[config.mk]
export PLATFORM = sky130hd
export DESIGN_NAME = lift_step_sequencer_flat
export DESIGN_NICKNAME = d
export VERILOG_FILES = /design/src/rtl/lift_pkg.sv /design/src/rtl/lift_step_sequencer_if.sv /design/src/rtl/lift_lat_pipe.sv /design/src/rtl/lift_step_sequencer.sv /design/src/flat_wrapper.sv
export SDC_FILE = /design/constraint.sdc
export NUM_CORES = 1
export LEC_CHECK = 0
export BUFFER_PORTS_ARGS = -buffer_cell sky130_fd_sc_hd__buf_2
export CORE_ASPECT_RATIO = 0.5
export CORE_MARGIN = 8
export CORE_UTILIZATION = 45
export CTS_CLUSTER_SIZE = 14
export DETAILED_ROUTE_END_ITERATION = 6
export GPL_TIMING_DRIVEN = 0
export PLACE_DENSITY_LB_ADDON = 0.2
export REMOVE_ABC_BUFFERS = 1
export SLEW_MARGIN = 20
export SYNTH_ARGS = -nofsm -noshare
export SYNTH_HDL_FRONTEND = slang
export SYNTH_SLANG_ARGS = --single-unit
[constraint.sdc]
create_clock -name clk -period 5.06 [get_ports clk]
set_input_delay 0.506 -clock clk [delete_from_list [all_inputs] [get_ports clk]]
set_output_delay 0.506 -clock clk [all_outputs]
set_load 0.05 [all_outputs]
[src/rtl/lift_pkg.sv]
// Shared definitions for the 5/3 lifting step sequencer: lifting modes, FSM state codes
// and the default pixel-memory address width.
package lift_pkg;

    localparam int unsigned LIFT_ADDR_W = 7;

    localparam logic LIFT_PREDICT = 1'b0;
    localparam logic LIFT_UPDATE  = 1'b1;

    typedef logic [1:0] lift_state_t;

    localparam lift_state_t ST_IDLE  = 2'd0;
    localparam lift_state_t ST_READ  = 2'd1;
    localparam lift_state_t ST_DRAIN = 2'd2;
    localparam lift_state_t ST_DONE  = 2'd3;

endpackage

[src/rtl/lift_step_sequencer_if.sv]
// Scheduler and pixel-memory side of the lifting sequencer. The sequencer is the slave;
// the scheduler/datapath side is the master.
interface lift_step_sequencer_if
    import lift_pkg::*;
#(
    parameter int unsigned ADDR_W = LIFT_ADDR_W
);

    logic              start;
    logic              mode;
    logic [ADDR_W:0]   num_pairs;
    logic [ADDR_W-1:0] pix_addr_l;
    logic [ADDR_W-1:0] pix_addr_r;
    logic [ADDR_W-1:0] pix_addr_even;
    logic [ADDR_W-1:0] pix_addr_odd;
    logic [ADDR_W-1:0] wr_addr;
    logic              pix_we_even;
    logic              pix_we_odd;
    logic              lift_mode;
    logic              busy;
    logic              done;

    modport master (
        output start, mode, num_pairs,
        input  pix_addr_l, pix_addr_r, pix_addr_even, pix_addr_odd, wr_addr,
        input  pix_we_even, pix_we_odd, lift_mode, busy, done
    );

    modport slave (
        input  start, mode, num_pairs,
        output pix_addr_l, pix_addr_r, pix_addr_even, pix_addr_odd, wr_addr,
        output pix_we_even, pix_we_odd, lift_mode, busy, done
    );

endinterface

[src/rtl/lift_lat_pipe.sv]
// Fixed-depth valid+address delay line matching the memory read plus datapath latency.
// Synchronous clear drops every in-flight sample.
module lift_lat_pipe #(
    parameter int unsigned DEPTH = 3,
    parameter int unsigned WIDTH = 7
) (
    input  logic             clk,
    input  logic             clr,
    input  logic             in_valid,
    input  logic [WIDTH-1:0] in_addr,
    output logic             out_valid,
    output logic [WIDTH-1:0] out_addr,
    output logic             pending
);

    // Every stage except the output stage; nonzero means more writes are still coming.
    localparam logic [DEPTH-1:0] UPSTREAM_MASK = ~(DEPTH'(1) << (DEPTH - 1));

    logic [DEPTH-1:0] valid_q;
    logic [WIDTH-1:0] addr_q [DEPTH];

    always_ff @(posedge clk) begin
        if (clr) begin
            valid_q <= '0;
            for (int unsigned i = 0; i < DEPTH; i++) begin
                addr_q[i] <= '0;
            end
        end else begin
            valid_q[0] <= in_valid;
            addr_q[0]  <= in_addr;
            for (int unsigned i = 1; i < DEPTH; i++) begin
                valid_q[i] <= valid_q[i-1];
                addr_q[i]  <= addr_q[i-1];
            end
        end
    end

    assign out_valid = valid_q[DEPTH-1];
    assign out_addr  = addr_q[DEPTH-1];
    assign pending   = |(valid_q & UPSTREAM_MASK);

endmodule

[src/rtl/lift_step_sequencer.sv]
// Sequences one 5/3 lifting pass: walks the sample index, issues mirrored neighbour reads
// and delays each index through the datapath latency to drive the write-back enables.
module lift_step_sequencer
    import lift_pkg::*;
#(
    parameter int unsigned ADDR_W   = LIFT_ADDR_W,
    parameter int unsigned PIPE_LAT = 2,
    parameter int unsigned RD_LAT   = 1
) (
    input  logic                 clk,
    input  logic                 rst,
    lift_step_sequencer_if.slave bus
);

    localparam int unsigned LAT   = RD_LAT + PIPE_LAT;
    localparam int unsigned CNT_W = ADDR_W + 1;

    lift_state_t state_q, state_d;
    logic [CNT_W-1:0] k_q, k_d;
    logic [CNT_W-1:0] n_q, n_d;
    logic             mode_q, mode_d;

    logic [CNT_W-1:0]  last_idx;
    logic [ADDR_W-1:0] k_addr;
    logic              rd_active;
    logic              is_first;
    logic              is_last;
    logic              wb_valid;
    logic [ADDR_W-1:0] wb_addr;
    logic              pipe_pending;

    logic [ADDR_W-1:0] addr_l;
    logic [ADDR_W-1:0] addr_r;
    logic [ADDR_W-1:0] addr_even;
    logic [ADDR_W-1:0] addr_odd;

    // Index counter carries one extra bit so N = 2**ADDR_W never wraps before the last compare.
    assign last_idx  = n_q - CNT_W'(1);
    assign k_addr    = k_q[ADDR_W-1:0];
    assign rd_active = (state_q == ST_READ);
    assign is_first  = (k_q == '0);
    assign is_last   = (k_q == last_idx);

    always_ff @(posedge clk) begin
        if (rst) begin
            state_q <= ST_IDLE;
            k_q     <= '0;
            n_q     <= '0;
            mode_q  <= LIFT_PREDICT;
        end else begin
            state_q <= state_d;
            k_q     <= k_d;
            n_q     <= n_d;
            mode_q  <= mode_d;
        end
    end

    always_comb begin
        state_d = state_q;
        k_d     = k_q;
        n_d     = n_q;
        mode_d  = mode_q;
        case (state_q)
            ST_IDLE: begin
                if (bus.start) begin
                    n_d     = bus.num_pairs;
                    mode_d  = bus.mode;
                    k_d     = '0;
                    state_d = (bus.num_pairs == '0) ? ST_DONE : ST_READ;
                end
            end
            ST_READ: begin
                if (is_last) begin
                    state_d = ST_DRAIN;
                end else begin
                    k_d = k_q + CNT_W'(1);
                end
            end
            ST_DRAIN: begin
                if (!pipe_pending) begin
                    state_d = ST_DONE;
                end
            end
            ST_DONE: begin
                state_d = ST_IDLE;
            end
            default: begin
                state_d = ST_IDLE;
            end
        endcase
    end

    // Symmetric extension: predict mirrors e[N]=e[N-1], update mirrors o[-1]=o[0].
    always_comb begin
        addr_l    = '0;
        addr_r    = '0;
        addr_even = '0;
        addr_odd  = '0;
        if (rd_active) begin
            addr_even = k_addr;
            addr_odd  = k_addr;
            if (mode_q == LIFT_UPDATE) begin
                addr_l = is_first ? '0 : k_addr - ADDR_W'(1);
                addr_r = k_addr;
            end else begin
                addr_l = k_addr;
                addr_r = is_last ? k_addr : k_addr + ADDR_W'(1);
            end
        end
    end

    lift_lat_pipe #(
        .DEPTH (LAT),
        .WIDTH (ADDR_W)
    ) u_lat_pipe (
        .clk       (clk),
        .clr       (rst),
        .in_valid  (rd_active),
        .in_addr   (k_addr),
        .out_valid (wb_valid),
        .out_addr  (wb_addr),
        .pending   (pipe_pending)
    );

    assign bus.pix_addr_l    = addr_l;
    assign bus.pix_addr_r    = addr_r;
    assign bus.pix_addr_even = addr_even;
    assign bus.pix_addr_odd  = addr_odd;
    assign bus.wr_addr       = wb_valid ? wb_addr : '0;
    assign bus.pix_we_even   = wb_valid & (mode_q == LIFT_UPDATE);
    assign bus.pix_we_odd    = wb_valid & (mode_q == LIFT_PREDICT);
    assign bus.lift_mode     = mode_q;
    assign bus.busy          = (state_q != ST_IDLE);
    assign bus.done          = (state_q == ST_DONE);

endmodule

[src/flat_wrapper.sv]
// flat-port wrapper written by rule: the top's interface ports become plain ports
module lift_step_sequencer_flat import lift_pkg::*;
#(
    parameter int unsigned ADDR_W   = LIFT_ADDR_W,
    parameter int unsigned PIPE_LAT = 2,
    parameter int unsigned RD_LAT   = 1
)
  (clk, rst, bus_start, bus_mode, bus_num_pairs, bus_pix_addr_l, bus_pix_addr_r, bus_pix_addr_even, bus_pix_addr_odd, bus_wr_addr, bus_pix_we_even, bus_pix_we_odd, bus_lift_mode, bus_busy, bus_done);
  lift_step_sequencer_if #(.ADDR_W(ADDR_W)) bus_i ();
  input  logic clk;
  input  logic rst;
  input wire logic [$bits(bus_i.start)-1:0] bus_start;
  input wire logic [$bits(bus_i.mode)-1:0] bus_mode;
  input wire logic [$bits(bus_i.num_pairs)-1:0] bus_num_pairs;
  output wire logic [$bits(bus_i.pix_addr_l)-1:0] bus_pix_addr_l;
  output wire logic [$bits(bus_i.pix_addr_r)-1:0] bus_pix_addr_r;
  output wire logic [$bits(bus_i.pix_addr_even)-1:0] bus_pix_addr_even;
  output wire logic [$bits(bus_i.pix_addr_odd)-1:0] bus_pix_addr_odd;
  output wire logic [$bits(bus_i.wr_addr)-1:0] bus_wr_addr;
  output wire logic [$bits(bus_i.pix_we_even)-1:0] bus_pix_we_even;
  output wire logic [$bits(bus_i.pix_we_odd)-1:0] bus_pix_we_odd;
  output wire logic [$bits(bus_i.lift_mode)-1:0] bus_lift_mode;
  output wire logic [$bits(bus_i.busy)-1:0] bus_busy;
  output wire logic [$bits(bus_i.done)-1:0] bus_done;
  assign bus_i.start = bus_start;
  assign bus_i.mode = bus_mode;
  assign bus_i.num_pairs = bus_num_pairs;
  assign bus_pix_addr_l = bus_i.pix_addr_l;
  assign bus_pix_addr_r = bus_i.pix_addr_r;
  assign bus_pix_addr_even = bus_i.pix_addr_even;
  assign bus_pix_addr_odd = bus_i.pix_addr_odd;
  assign bus_wr_addr = bus_i.wr_addr;
  assign bus_pix_we_even = bus_i.pix_we_even;
  assign bus_pix_we_odd = bus_i.pix_we_odd;
  assign bus_lift_mode = bus_i.lift_mode;
  assign bus_busy = bus_i.busy;
  assign bus_done = bus_i.done;
  lift_step_sequencer #(.ADDR_W(ADDR_W), .PIPE_LAT(PIPE_LAT), .RD_LAT(RD_LAT)) u_core (.clk(clk), .rst(rst), .bus(bus_i));
endmodule
* Word level (Yosys, flattened, before mapping) *
Memory sizes are Yosys's and may differ from the RTL's.
Cells that the tools add are included.

cells by class
  equality and inequality tests = 8
  multiply operators = 0
  bitwise logic cells = 6
  div/mod/pow operators = 0
  shift-type cells = 0
  muxes and demuxes = 22
  order comparisons = 0
  add/subtract/negate cells = 4
  reduce and logical (&&, ||, !) cells = 9

operators by type and width
  cell                                                  number
  2-to-1 mux 7 bit                                      11
  zero test 8 bit                                       2
  2-to-1 mux 8 bit                                      2
  one-hot mux 8 bit (2 select lines)                    1
  adder 8 x 1 -> 8 bit (second input constant)          1
  equality test 8 bit                                   1
  2-to-1 mux 2 bit                                      4
  one-hot mux 2 bit (4 select lines)                    1
  subtractor 8 x 1 -> 8 bit (second input constant)     1
  adder 7 x 1 -> 7 bit (second input constant)          1
  subtractor 7 x 1 -> 7 bit (second input constant)     1
  != test 2 bit (second input constant)                 3
  AND reduction 3 bit                                   2
  equality test 2 bit (second input constant)           2
  nonzero test 2 bit                                    2
  2-to-1 mux 1 bit                                      3
  OR 1 bit                                              3
  bitwise AND 1 bit                                     2
  equality test 2 x 1 -> 1 bit (second input constant)  1
  zero test 2 bit                                       1
  != test 2 x 1 -> 1 bit (second input constant)        1
  AND reduction 2 bit                                   1
  OR reduction 2 bit                                    1
  NOT 1 bit                                             1

storage, ports and cells
  latch bits = 0
  word-level logic and storage cells = 55
  register bits after elaboration = 22
  memories = 1
  bits in writable memories = 21
  ROM bits = 0
  output and inout port bits = 40

memories
  memory                    depth  bits a word  read ports  clocked after memory_dff  wr ports  line                 RTL
  u_core.u_lat_pipe.addr_q  3      7            3           0                         3         lift_lat_pipe.sv:20  logic [WIDTH-1:0] addr_q [DEPTH];

* Longest topological paths before layout *
Gate-level depths: netlist (run 1).

  word-level depth = 5
  depth in mapped cells = 11
  depth with buffers taken out = 8

* By module *
A second synthesis (run 1) with hierarchy kept.

unflattened totals
  cell total of the unflattened synthesis = 306
  area, all modules = 2503.7 um2

by module, submodules not included
  module               area each (um2)  cells an instance  sequential area each (um2)  times used
  lift_step_sequencer  1751.7           248                380.4                       1
  lift_lat_pipe        752.0            58                 480.5                       1

* Worst setup path after synthesis (run 1) *
No wires, ideal clock.

  path type = register to output
  start = register u_core.n_q[0]
  end = output bus_pix_addr_r[5]
  stages on the path, launching flop included = 10
  buffers on the path = 2
  arrival time = 2881 ps
  setup slack = 1673 ps
  cell sequence = dfxtp_1 > clkbuf_2 > inv_1 > ha_1 > buf_4 > and2b_2 > a31oi_1 > nor3_4 > a2111oi_0 > mux2i_1

between the ends
  word-level cells in the longest chain between the ends = 5

ends and longest elaborated chain
  element                    line                        RTL
  start: declaration         lift_step_sequencer.sv:20   logic [CNT_W-1:0] n_q, n_d;
  start signal: assignment   lift_step_sequencer.sv:53   n_q <= n_d;
  subtractor 8 x 1 -> 8 bit  lift_step_sequencer.sv:38   assign last_idx = n_q - CNT_W'(1);
  equality test 8 bit        lift_step_sequencer.sv:42   assign is_last = (k_q == last_idx);
  2-to-1 mux 7 bit           lift_step_sequencer.sv:107  addr_r = is_last ? k_addr : k_addr + ADDR_W'(1);
  2-to-1 mux 7 bit           lift_step_sequencer.sv:102  if (mode_q == LIFT_UPDATE) begin
  2-to-1 mux 7 bit           lift_step_sequencer.sv:99   if (rd_active) begin
  end: declaration           flat_wrapper.sv:16          output wire logic [$bits(bus_i.pix_addr_r)-1:0] bus_pix_addr_r;

No other way between the ends.

* Worst setup path in the final report (run 1) *
  start = register u_core.n_q[2]
  end = output bus_pix_addr_r[6]

Same word-level chain as after synthesis.

==> out/summary.txt, run 1 <==
Initial antenna violation count - 0
Seq pwr share - 0.369
TritonCTS buffer count - 5
Nets@finish - 346
Routed wire length - 5300 um
Clock share of power - 0.203
Via count - 2,012
Pin count of the biggest net entering global routing - 39
DR vias/cell - 5.03
Leak - 1.24 nW
Wire length of the first global-routing pass - 8990 um
Post-Syn Instances - 293
Top-count cell post-synth - dfxtp_1
FF-to-FF path depth - 6
Die Y - 68.4 um
Area grow syn2layout - 11.8%
WL/cell - 13.2 um
Flop-to-flop setup slack - 2.45 ns
Worst path required time - 4.55 ns
Initial core utilization - 0.457
Latest clock arrival within the worst-skew pair - 0.30 ns
Sw frac - 0.427
Hpwl dp - 3980 um
Synth top area share - 0.349
Largest cells by area after synthesis - dfxtp_1 (35%), nor2b_1 (7.6%), nand2_1 (5.3%)
Cell taking the most area after synthesis - dfxtp_1
Total of max-cap violations - 0
Avg Cell Area, Syn - 8.42 um2
DIE WIDTH - 121 um
Sequential share of the synthesized area - 0.349
Iter 0 DRT Violations - 80
Min Tclk post-route - 3.61 ns
Hold Buf Count CTS - 0
GR Overflow Total - 0
Most common library cells after synthesis - dfxtp_1 (43), nand2_1 (35), nor2b_1 (30), a21oi_1 (19)
Hold Path Stages - 1
Post-synth EDFFs - 0
Max Clk Rate - 277 MHz
Number of global-route vias before repair - 1,943
Reg2reg start - u_core.n_q[2]$_SDFFE_PP0P_
Root buffer cell - clkbuf_8
CP max stage delay - 0.64 ns
CP Max Fanout - 13
Final setup TNS - 0 ns
Ant diodes - 0
Yosys warnings - 0
Non-Filler Instances - 400
Hold Crit Endpoint - u_core.u_lat_pipe.addr_q[0][13]$_SDFF_PP0_
R2R Path End - u_core.k_q[2]$_SDFFE_PP0P_
Top-Level Pins - 52
# resized after CTS - 0
Internal - 0.000633 W
FF+latch count, synth - 43
Net load switching power - 0.000472 W
Comb pwr share - 0.427
Layout cells sized above 1 - 0.239
PortBufs - 51
Setup CP Type - reg2out
DRC Markers - 0
Async SR Flop Fraction - 0
Pwr per Cell Area - 401 nW/um2
Row count - 19
RD Place Congestion - 0.820
Filler Cells Inserted - 491
Endpoints failing setup - 0
Kind of end point of the critical path - output port
Hold Crit Start - u_core.u_lat_pipe.addr_q[0][6]$_SDFF_PP0_
Fin crit share - 0.713
Crit start category - register
Core ar. - 5400 um2
Clock Path Buffers - 2
Die ar. - 8250 um2
Max VDD drop - 173 uV
Normalized max-slew margin - 0.319
CTS tree - done
RSZ-0062 raised after global routing - false
Clk pin slew, worst setup/hold paths - 0.09 ns
Postcts setup bufs - 0
Library cells used by synthesis - 50
Mapped cell area - 2470 um2
Setup Skew - 0.00622 ns
HP Class - reg2reg
Placed Cells - 392
H-tree depth - 2
Worst-path cell chain - nor4_1 -> a211oi_1 -> o21bai_1 -> nand2_1 -> a2111oi_0 -> mux2_2 -> buf_2
Max Slew Vio Count - 0
Worst slew pin tran - 1.01 ns
Worst path slowest cell - nor4_1
Post-synth top flop - dfxtp_1
Clock Sinks - 43
Critical Path AT - 3.10 ns
Pre-Repair DR Iteration Count - 4
Final ANT Viol Nets - 0
Run status - finished clean
Total GRT Usage - 0.134
Hold Vio Cnt, Final - 0
[layout make-up]
type / instances / area (um2) / area share
Clock buffer: 5 / 68.8 / 0.0250
Clock inverter: 3 / 23.8 / 0.00862
Inverter: 10 / 37.5 / 0.0136
Multi-Input combinational cell: 215 / 1420 / 0.515
Sequential cell: 43 / 861 / 0.312
Tap cell: 73 / 91.3 / 0.0331
Timing Repair Buffer: 51 / 255 / 0.0926
[registers in the layout, indices dropped and copies added (netlist names)]
name                       cells
u_core.u_lat_pipe.valid_q      3
u_core.state_q                 2
u_core.u_lat_pipe.addr_q      21
u_core.bus.lift_mode           1
u_core.k_q                     8
u_core.n_q                     8
[how the worst max path moves through the flow]
| stage | startpoint | endpoint | cells past startpoint |
|---|---|---|---|
| finish | u_core.n_q[2]$_SDFFE_PP0P_ | bus_pix_addr_r[6] | 7 |
| global route | u_core.n_q[2]$_SDFFE_PP0P_ | bus_pix_addr_r[6] | 7 |
| CTS | u_core.n_q[2]$_SDFFE_PP0P_ | bus_pix_addr_r[6] | 7 |
| detailed placement | u_core.n_q[2]$_SDFFE_PP0P_ | bus_pix_addr_r[6] | 7 |
| global placement | u_core.n_q[2]$_SDFFE_PP0P_ | bus_pix_addr_r[6] | 7 |
| floorplan | u_core.n_q[0]$_SDFFE_PP0P_ | bus_pix_addr_r[5] | 7 |
[through the flow]
stage / total power, W / instance area, um2 / worst slack [ns] / hold WS [ns] / util
6_report: 0.00110 / 2760 / 1.45 / 0.440 / 0.511
5_1_grt: 0.00118 / 2760 / 1.16 / 0.445 / 0.511
4_1_cts: 0.00111 / 2760 / 1.43 / 0.435 / 0.511
3_5_place_dp: 0.000888 / 2670 / 1.77 / 0.420 / 0.494
3_3_place_gp: 0.000872 / 2670 / 1.92 / 0.416 / 0.494
2_1_floorplan: 0.000781 / 2320 / 1.73 / 0.414 / -
[power groups by stage]
stage	sequential [W]	combinational (W)	clock (W)
3_5_place_dp	0.000416	0.000472	0
4_1_cts	0.000408	0.000474	0.000233
2_1_floorplan	0.000410	0.000371	0
6_report	0.000408	0.000472	0.000225
5_1_grt	0.000415	0.000517	0.000252
3_3_place_gp	0.000415	0.000458	0
[critical path: cells and delay by family (launching register included)]
kind | cells | cell delay, ns
flops | 1 | 0.39
compound gates | 3 | 0.87
simple gates | 2 | 0.94
mux | 1 | 0.39
buf+inv | 1 | 0.21
[layer usage]
layer | share of wire | vias up | track usage
met4 | 0.0087 | 0 | 0.0462
met1 | 0.44 | 939 | 0.146
met5 | 0 | - | 0
met2 | 0.50 | 33 | 0.256
met3 | 0.048 | 5 | 0.0362
li1 | - | 1035 | -
[layout by cell type, fill, tap and decap left out, types with 3 or more instances in the layout]
cell type / count
nand3_1: 3
inv_1: 10
xnor2_1: 10
mux2i_1: 4
clkbuf_8: 5
o21ai_0: 5
nor2_1: 17
nor2b_1: 30
nand2b_1: 4
xor2_1: 8
and2_1: 17
nor4_1: 4
dfxtp_1: 43
ha_1: 8
buf_2: 51
mux2_2: 10
a211oi_1: 4
nor3_1: 5
nand2_1: 35
a21oi_1: 19
[kinds of logic (layout without fill, tap and decap cells)]
family / Yosys count / count (layout) / share of synthesized area
flip-flops: 43 / 43 / 0.349
buffers and inverters: 35 / 69 / 0.0756
AO/OA/AOI/OAI: 44 / 44 / 0.114
AND/OR/NAND/NOR: 131 / 131 / 0.295
multiplexers: 14 / 14 / 0.0619
adder cells (fa/ha/maj): 8 / 8 / 0.0406
XOR/XNOR: 18 / 18 / 0.0639
No activity file was read; power rests on OpenSTA's default activity.
==> run 2, diff against run 1 <==
--- a/config.mk
+++ b/config.mk
@@ -5,6 +5,7 @@
 export SDC_FILE = /design/constraint.sdc
 export NUM_CORES = 1
 export LEC_CHECK = 0
+export ABC_AREA = 1
 export BUFFER_PORTS_ARGS = -buffer_cell sky130_fd_sc_hd__buf_2
 export CORE_ASPECT_RATIO = 0.5
 export CORE_MARGIN = 8
==> constraint.sdc (replaced) <==
create_clock -name clk -period 3.4 [get_ports clk]
set_input_delay 0.34 -clock clk [delete_from_list [all_inputs] [get_ports clk]]
set_output_delay 0.34 -clock clk [all_outputs]
set_load 0.05 [all_outputs]
==> out/summary.txt, run 2 <==
Mapped cell area - 2370 um2
WL/cell - 11.8 um
Total of max-cap violations - 0
Setup Skew - 0.00497 ns
Initial core utilization - 0.473
Min Tclk post-route - 2.83 ns
Layout cells sized above 1 - 0.210
DR vias/cell - 4.71
Max Clk Rate - 353 MHz
Max VDD drop - 424 uV
Max reg flops - 21
Biggest regs - u_core.u_lat_pipe.addr_q: 21 flops, u_core.k_q: 8 flops, u_core.n_q: 8 flops
Setup CP Type - reg2out
Clock Sinks - 43
Leak - 1.43 nW
Total GRT Usage - 0.138
Number of global-route vias before repair - 1,965
Via count - 2,141
Final core occ - 0.532
R2R Path End - u_core.k_q[7]$_SDFFE_PP0P_
Pre-CTS WS - 0.892 ns
Nets@finish - 404
Endpoints failing setup - 0
Initial antenna violation count - 0
Routed wire length - 5380 um
Pre-Repair DR Iteration Count - 4
Top-count cell post-synth - nand2_1
Max Slew Vio Count - 0
Synth top area share - 0.364
Setup ws final - 0.566 ns
CTS tree - done
Largest cells by area after synthesis - dfxtp_1 (36%), nand2_1 (10%), inv_1 (9.5%)
Wire length of the first global-routing pass - 8970 um
Area grow syn2layout - 12.3%
Critical Path AT - 2.49 ns
DRC Markers - 0
Root buffer cell - clkbuf_8
Crit start category - register
# resized after CTS - 0
Die Y - 67.3 um
Kind of end point of the critical path - output port
Latest clock arrival within the worst-skew pair - 0.30 ns
Normalized max-slew margin - 0.605
Commonest non-fill, non-tap cell in the layout - nand2_1
Flop-to-flop setup slack - 1.37 ns
CP Max Fanout - 14
Hold Crit Start - bus_num_pairs[5]
Clock Path Buffers - 2
Hold Crit Endpoint - u_core.n_q[5]$_SDFFE_PP0P_
Iter 0 DRT Violations - 111
Post-Syn Instances - 346
Ant diodes - 0
RSZ-0062 raised after global routing - false
H-tree depth - 2
Final setup TNS - 0 ns
Postcts setup bufs - 0
Worst path required time - 3.06 ns
Hold Buf Count CTS - 0
Row count - 18
Clk pin slew, worst setup/hold paths - 0.08 ns
Final ANT Viol Nets - 0
Fin crit share - 0.833
Async SR Flop Fraction - 0
Most common library cells after synthesis - nand2_1 (66), inv_1 (60), nor2_1 (47), dfxtp_1 (43), a21oi_1 (21)
Avg Cell Area, Syn - 6.84 um2
Post-synth EDFFs - 0
GR Overflow Total - 0
Reg2reg start - u_core.n_q[0]$_SDFFE_PP0P_
RD Place Congestion - 0.835
Post-synth top flop - dfxtp_1
Largest Register - u_core.u_lat_pipe.addr_q
TritonCTS buffer count - 5
Most frequent cells in the layout - nand2_1 (66), inv_1 (60), buf_2 (51)
Library cells used by synthesis - 31
Core ar. - 5000 um2
Run status - finished clean
HP Class - in2reg
Pin count of the biggest net entering global routing - 27
Top-Level Pins - 52
Cell taking the most area after synthesis - dfxtp_1
FF+latch count, synth - 43
Worst slew pin tran - 0.593 ns
DIE WIDTH - 119 um
PortBufs - 51
Die ar. - 7980 um2
FF-to-FF path depth - 15
Yosys warnings - 0
Pwr per Cell Area - 680 nW/um2
Hold Path Stages - 3
Hpwl dp - 4050 um
Sequential share of the synthesized area - 0.364
Hold Vio Cnt, Final - 0
-- run 2: cell count changes after synthesis, moves of 6 or more --
cell / change
mux2_2: -10
nand3_1: +13
and2_1: -17
inv_1: +50
nand2_1: +31
nand2_2: +6
nor2b_1: -30
o21ai_0: +10
xnor2_1: -10
nor2_1: +30
o21ai_2: +6
-- run 2: cells by family after synthesis --
group / count (synthesis) / synth area share
xor+xnor: 10 / 0.0370
simple gates: 151 / 0.275
flops: 43 / 0.364
buf+inv: 84 / 0.161
fa+ha+maj: 8 / 0.0423
compound gates: 50 / 0.121
-- run 2: worst max-delay path by stage --
stage | startpoint | endpoint | cells past startpoint
2_1_floorplan | u_core.n_q[0]$_SDFFE_PP0P_ | bus_pix_addr_r[0] | 13
3_3_place_gp | u_core.n_q[0]$_SDFFE_PP0P_ | bus_pix_addr_r[6] | 14
3_5_place_dp | u_core.n_q[0]$_SDFFE_PP0P_ | bus_pix_addr_r[6] | 14
4_1_cts | u_core.n_q[0]$_SDFFE_PP0P_ | bus_pix_addr_r[6] | 14
5_1_grt | u_core.n_q[0]$_SDFFE_PP0P_ | bus_pix_addr_r[6] | 13
6_report | u_core.n_q[0]$_SDFFE_PP0P_ | bus_pix_addr_r[6] | 14
-- run 2: per-layer routing --
layer  vias to the layer above  routed length, um  GRT usage
met1                       953               2580      0.167
li1                       1125                  -          -
met5                         -                  0          0
met3                         8                305     0.0383
met2                        55               2410      0.233
met4                         0                 88     0.0608
-- run 2: cell type report --
class                      count  area, um2
clock inverter                 2       12.5
multi-input combinational    219       1130
timing repair buffer          51        255
sequential                    43        861
fill                         515       2340
clock buffer                   6       72.6
inverter                      64        243
tap                           70       87.6
-- run 2: report_power, final --
group / internal, W / leakage (nW) / switching [W]
Clock: 0.000144 / 0.0412 / 0.000180
Combinational: 0.000235 / 1.04 / 0.000632
Sequential: 0.000561 / 0.349 / 0.0000544
-- run 2: worst max-delay path: stages (launching register included) --
cell	delay, ns
dfxtp_1	0.34
inv_1	0.11
ha_1	0.34
nand2_1	0.07
inv_1	0.04
nor2_1	0.07
nand2_1	0.06
nor2_1	0.10
nand3_1	0.08
nor2_2	0.10
nand2_2	0.09
nand2_2	0.22
o21ai_0	0.11
a21oi_1	0.17
buf_2	0.28
-- run 2: metrics by stage --
step / std cells / area, um2 / hold WS, ns / total power, W
6_report: 455 / 2660 / 0.331 / 0.00181
5_1_grt: 455 / 2660 / 0.336 / 0.00195
4_1_cts: 455 / 2660 / 0.317 / 0.00182
3_5_place_dp: 447 / 2570 / 0.392 / 0.00149
3_3_place_gp: 447 / 2570 / 0.389 / 0.00148
2_1_floorplan: 326 / 2230 / 0.388 / 0.00130
==> run 3, diff against run 2 <==
==> constraint.sdc (replaced) <==
create_clock -name clk -period 2.9 [get_ports clk]
set_input_delay 0.29 -clock clk [delete_from_list [all_inputs] [get_ports clk]]
set_output_delay 0.29 -clock clk [all_outputs]
set_load 0.05 [all_outputs]
==> out/summary.txt, run 3 (synthesis results as in run 2) <==
WL/cell - 11.8 um
Biggest regs - u_core.u_lat_pipe.addr_q: 21 flops, u_core.k_q: 8 flops, u_core.n_q: 8 flops
Fin crit share - 0.912
Clock Sinks - 43
Clk pin slew, worst setup/hold paths - 0.08 ns
Net load switching power - 0.00102 W
Leak - 1.43 nW
CTS tree - done
Pwr per Cell Area - 796 nW/um2
TritonCTS buffer count - 5
GR Overflow Total - 0
Hold Vio Cnt, Final - 0
Design area - 2670 um2
Die Y - 67.3 um
Nets@finish - 404
Final core occ - 0.534
Total of max-cap violations - 0
CP Max Fanout - 14
Ant diodes - 0
PortBufs - 51
Filler Cells Inserted - 513
RSZ-0062 raised after global routing - false
Tot Pwr - 0.00212 W
Layout cells sized above 1 - 0.213
Seq pwr share - 0.340
Reg2reg start - u_core.state_q[1]$_SDFFE_PP0P_
Die ar. - 7980 um2
Crit start category - register
Min Tclk post-route - 2.64 ns
Run status - finished clean
Wire length of the first global-routing pass - 8970 um
Latest clock arrival within the worst-skew pair - 0.30 ns
Hold Crit Start - bus_num_pairs[5]
Iter 0 DRT Violations - 108
Cell area after placement - 2570 um2
H-tree depth - 2
Initial core utilization - 0.473
DRC Markers - 0
Number of global-route vias before repair - 1,965
Hold Crit Endpoint - u_core.n_q[5]$_SDFFE_PP0P_
Internal - 0.00111 W
Area grow syn2layout - 12.8%
R2R Path End - u_core.k_q[3]$_SDFFE_PP0P_
Pre-CTS WS - 0.442 ns
Routed wire length - 5350 um
Total GRT Usage - 0.138
Max VDD drop - 498 uV
Clock share of power - 0.179
Via count - 2,137
Row count - 18
HP Class - in2reg
RD Place Congestion - 0.835
DIE WIDTH - 119 um
Pre-Repair DR Iteration Count - 4
Setup Skew - 0.00546 ns
Hpwl dp - 4050 um
Worst slew pin tran - 0.605 ns
Critical Path AT - 2.35 ns
Initial antenna violation count - 0
Max reg flops - 21
Worst path required time - 2.61 ns
Max Clk Rate - 378 MHz
Clock Path Buffers - 2
Largest Register - u_core.u_lat_pipe.addr_q
Final ANT Viol Nets - 0
Sw frac - 0.479
Pin count of the biggest net entering global routing - 27
Postcts setup bufs - 0
Top-Level Pins - 52
FF-to-FF path depth - 6
Hold Path Stages - 3
Flop-to-flop setup slack - 0.88 ns
DR vias/cell - 4.70
Normalized max-slew margin - 0.597
Comb pwr share - 0.482
Setup CP Type - reg2out
Final setup TNS - 0 ns
Setup ws final - 0.256 ns
Endpoints failing setup - 0
Most frequent cells in the layout - nand2_1 (66), inv_1 (59), buf_2 (48)
Root buffer cell - clkbuf_8
Max Slew Vio Count - 0
Core ar. - 5000 um2
Commonest non-fill, non-tap cell in the layout - nand2_1
Kind of end point of the critical path - output port
-- run 3: changes by cell type in the layout (fill, tap and decap cells not counted), sizes merged --
cell,delta
clkbuf,+1
buf,-1
-- run 3: critical path, stage by stage, from the launching register on --
cell and delay, ns:
dfxtp_1 0.35, inv_2 0.08, ha_1 0.32, nand2_1 0.07
inv_1 0.04, nor2_1 0.07, nand2_1 0.06, nor2_1 0.10
nand3_1 0.08, nor2_2 0.10, nand2_2 0.10, nand2_4 0.15
o21ai_0 0.09, a21oi_1 0.20, buf_4 0.23
-- run 3: worst max-delay path by stage --
stage | start | endpoint | slack (ns) | depth (start not counted)
floorplan | u_core.n_q[0]$_SDFFE_PP0P_ | bus_pix_addr_r[0] | 0.32 | 13
global placement | u_core.n_q[0]$_SDFFE_PP0P_ | bus_pix_addr_r[6] | 0.49 | 14
detailed placement | u_core.n_q[0]$_SDFFE_PP0P_ | bus_pix_addr_r[6] | 0.44 | 14
CTS | u_core.n_q[0]$_SDFFE_PP0P_ | bus_pix_addr_r[6] | 0.09 | 14
global route | u_core.n_q[0]$_SDFFE_PP0P_ | bus_pix_addr_r[2] | 0.05 | 14
finish | u_core.n_q[0]$_SDFFE_PP0P_ | bus_pix_addr_r[2] | 0.26 | 14
-- run 3: repair_timing --
item	in CTS	in global routing
hold buffers	0	0
resized for setup	0	7
setup endpoints to repair	0	7
-- run 3: metal layers --
metal	vias to the layer above	track usage	part of all wire
li1	1125	-	-
met1	937	0.167	0.47
met2	67	0.233	0.45
met3	8	0.0383	0.066
met4	0	0.0608	0.016
met5	-	0	0
-- run 3: power groups by stage --
stage | Clock (W) | Sequential, W | Combinational, W
4_1_cts | 0.000389 | 0.000721 | 0.00102
2_1_floorplan | 0 | 0.000731 | 0.000798
3_3_place_gp | 0 | 0.000732 | 0.000999
6_report | 0.000380 | 0.000722 | 0.00102
3_5_place_dp | 0 | 0.000735 | 0.00101
5_1_grt | 0.000414 | 0.000734 | 0.00114
-- run 3: metrics by stage --
step           cells  hold WS (ns)
2_1_floorplan    326         0.359
3_3_place_gp     447         0.389
3_5_place_dp     447         0.392
4_1_cts          455         0.267
5_1_grt          455         0.286
6_report         455         0.280
-- run 3: final cells by class --
| class | count | area (um2) | share of cell area |
|---|---|---|---|
| Clock inverter | 2 | 12.5 | 0.00469 |
| Tap cell | 70 | 87.6 | 0.0328 |
| Multi-Input combinational cell | 219 | 1130 | 0.424 |
| Inverter | 64 | 243 | 0.0909 |
| Clock buffer | 6 | 72.6 | 0.0272 |
| Timing Repair Buffer | 51 | 263 | 0.0984 |
| Sequential cell | 43 | 861 | 0.322 |
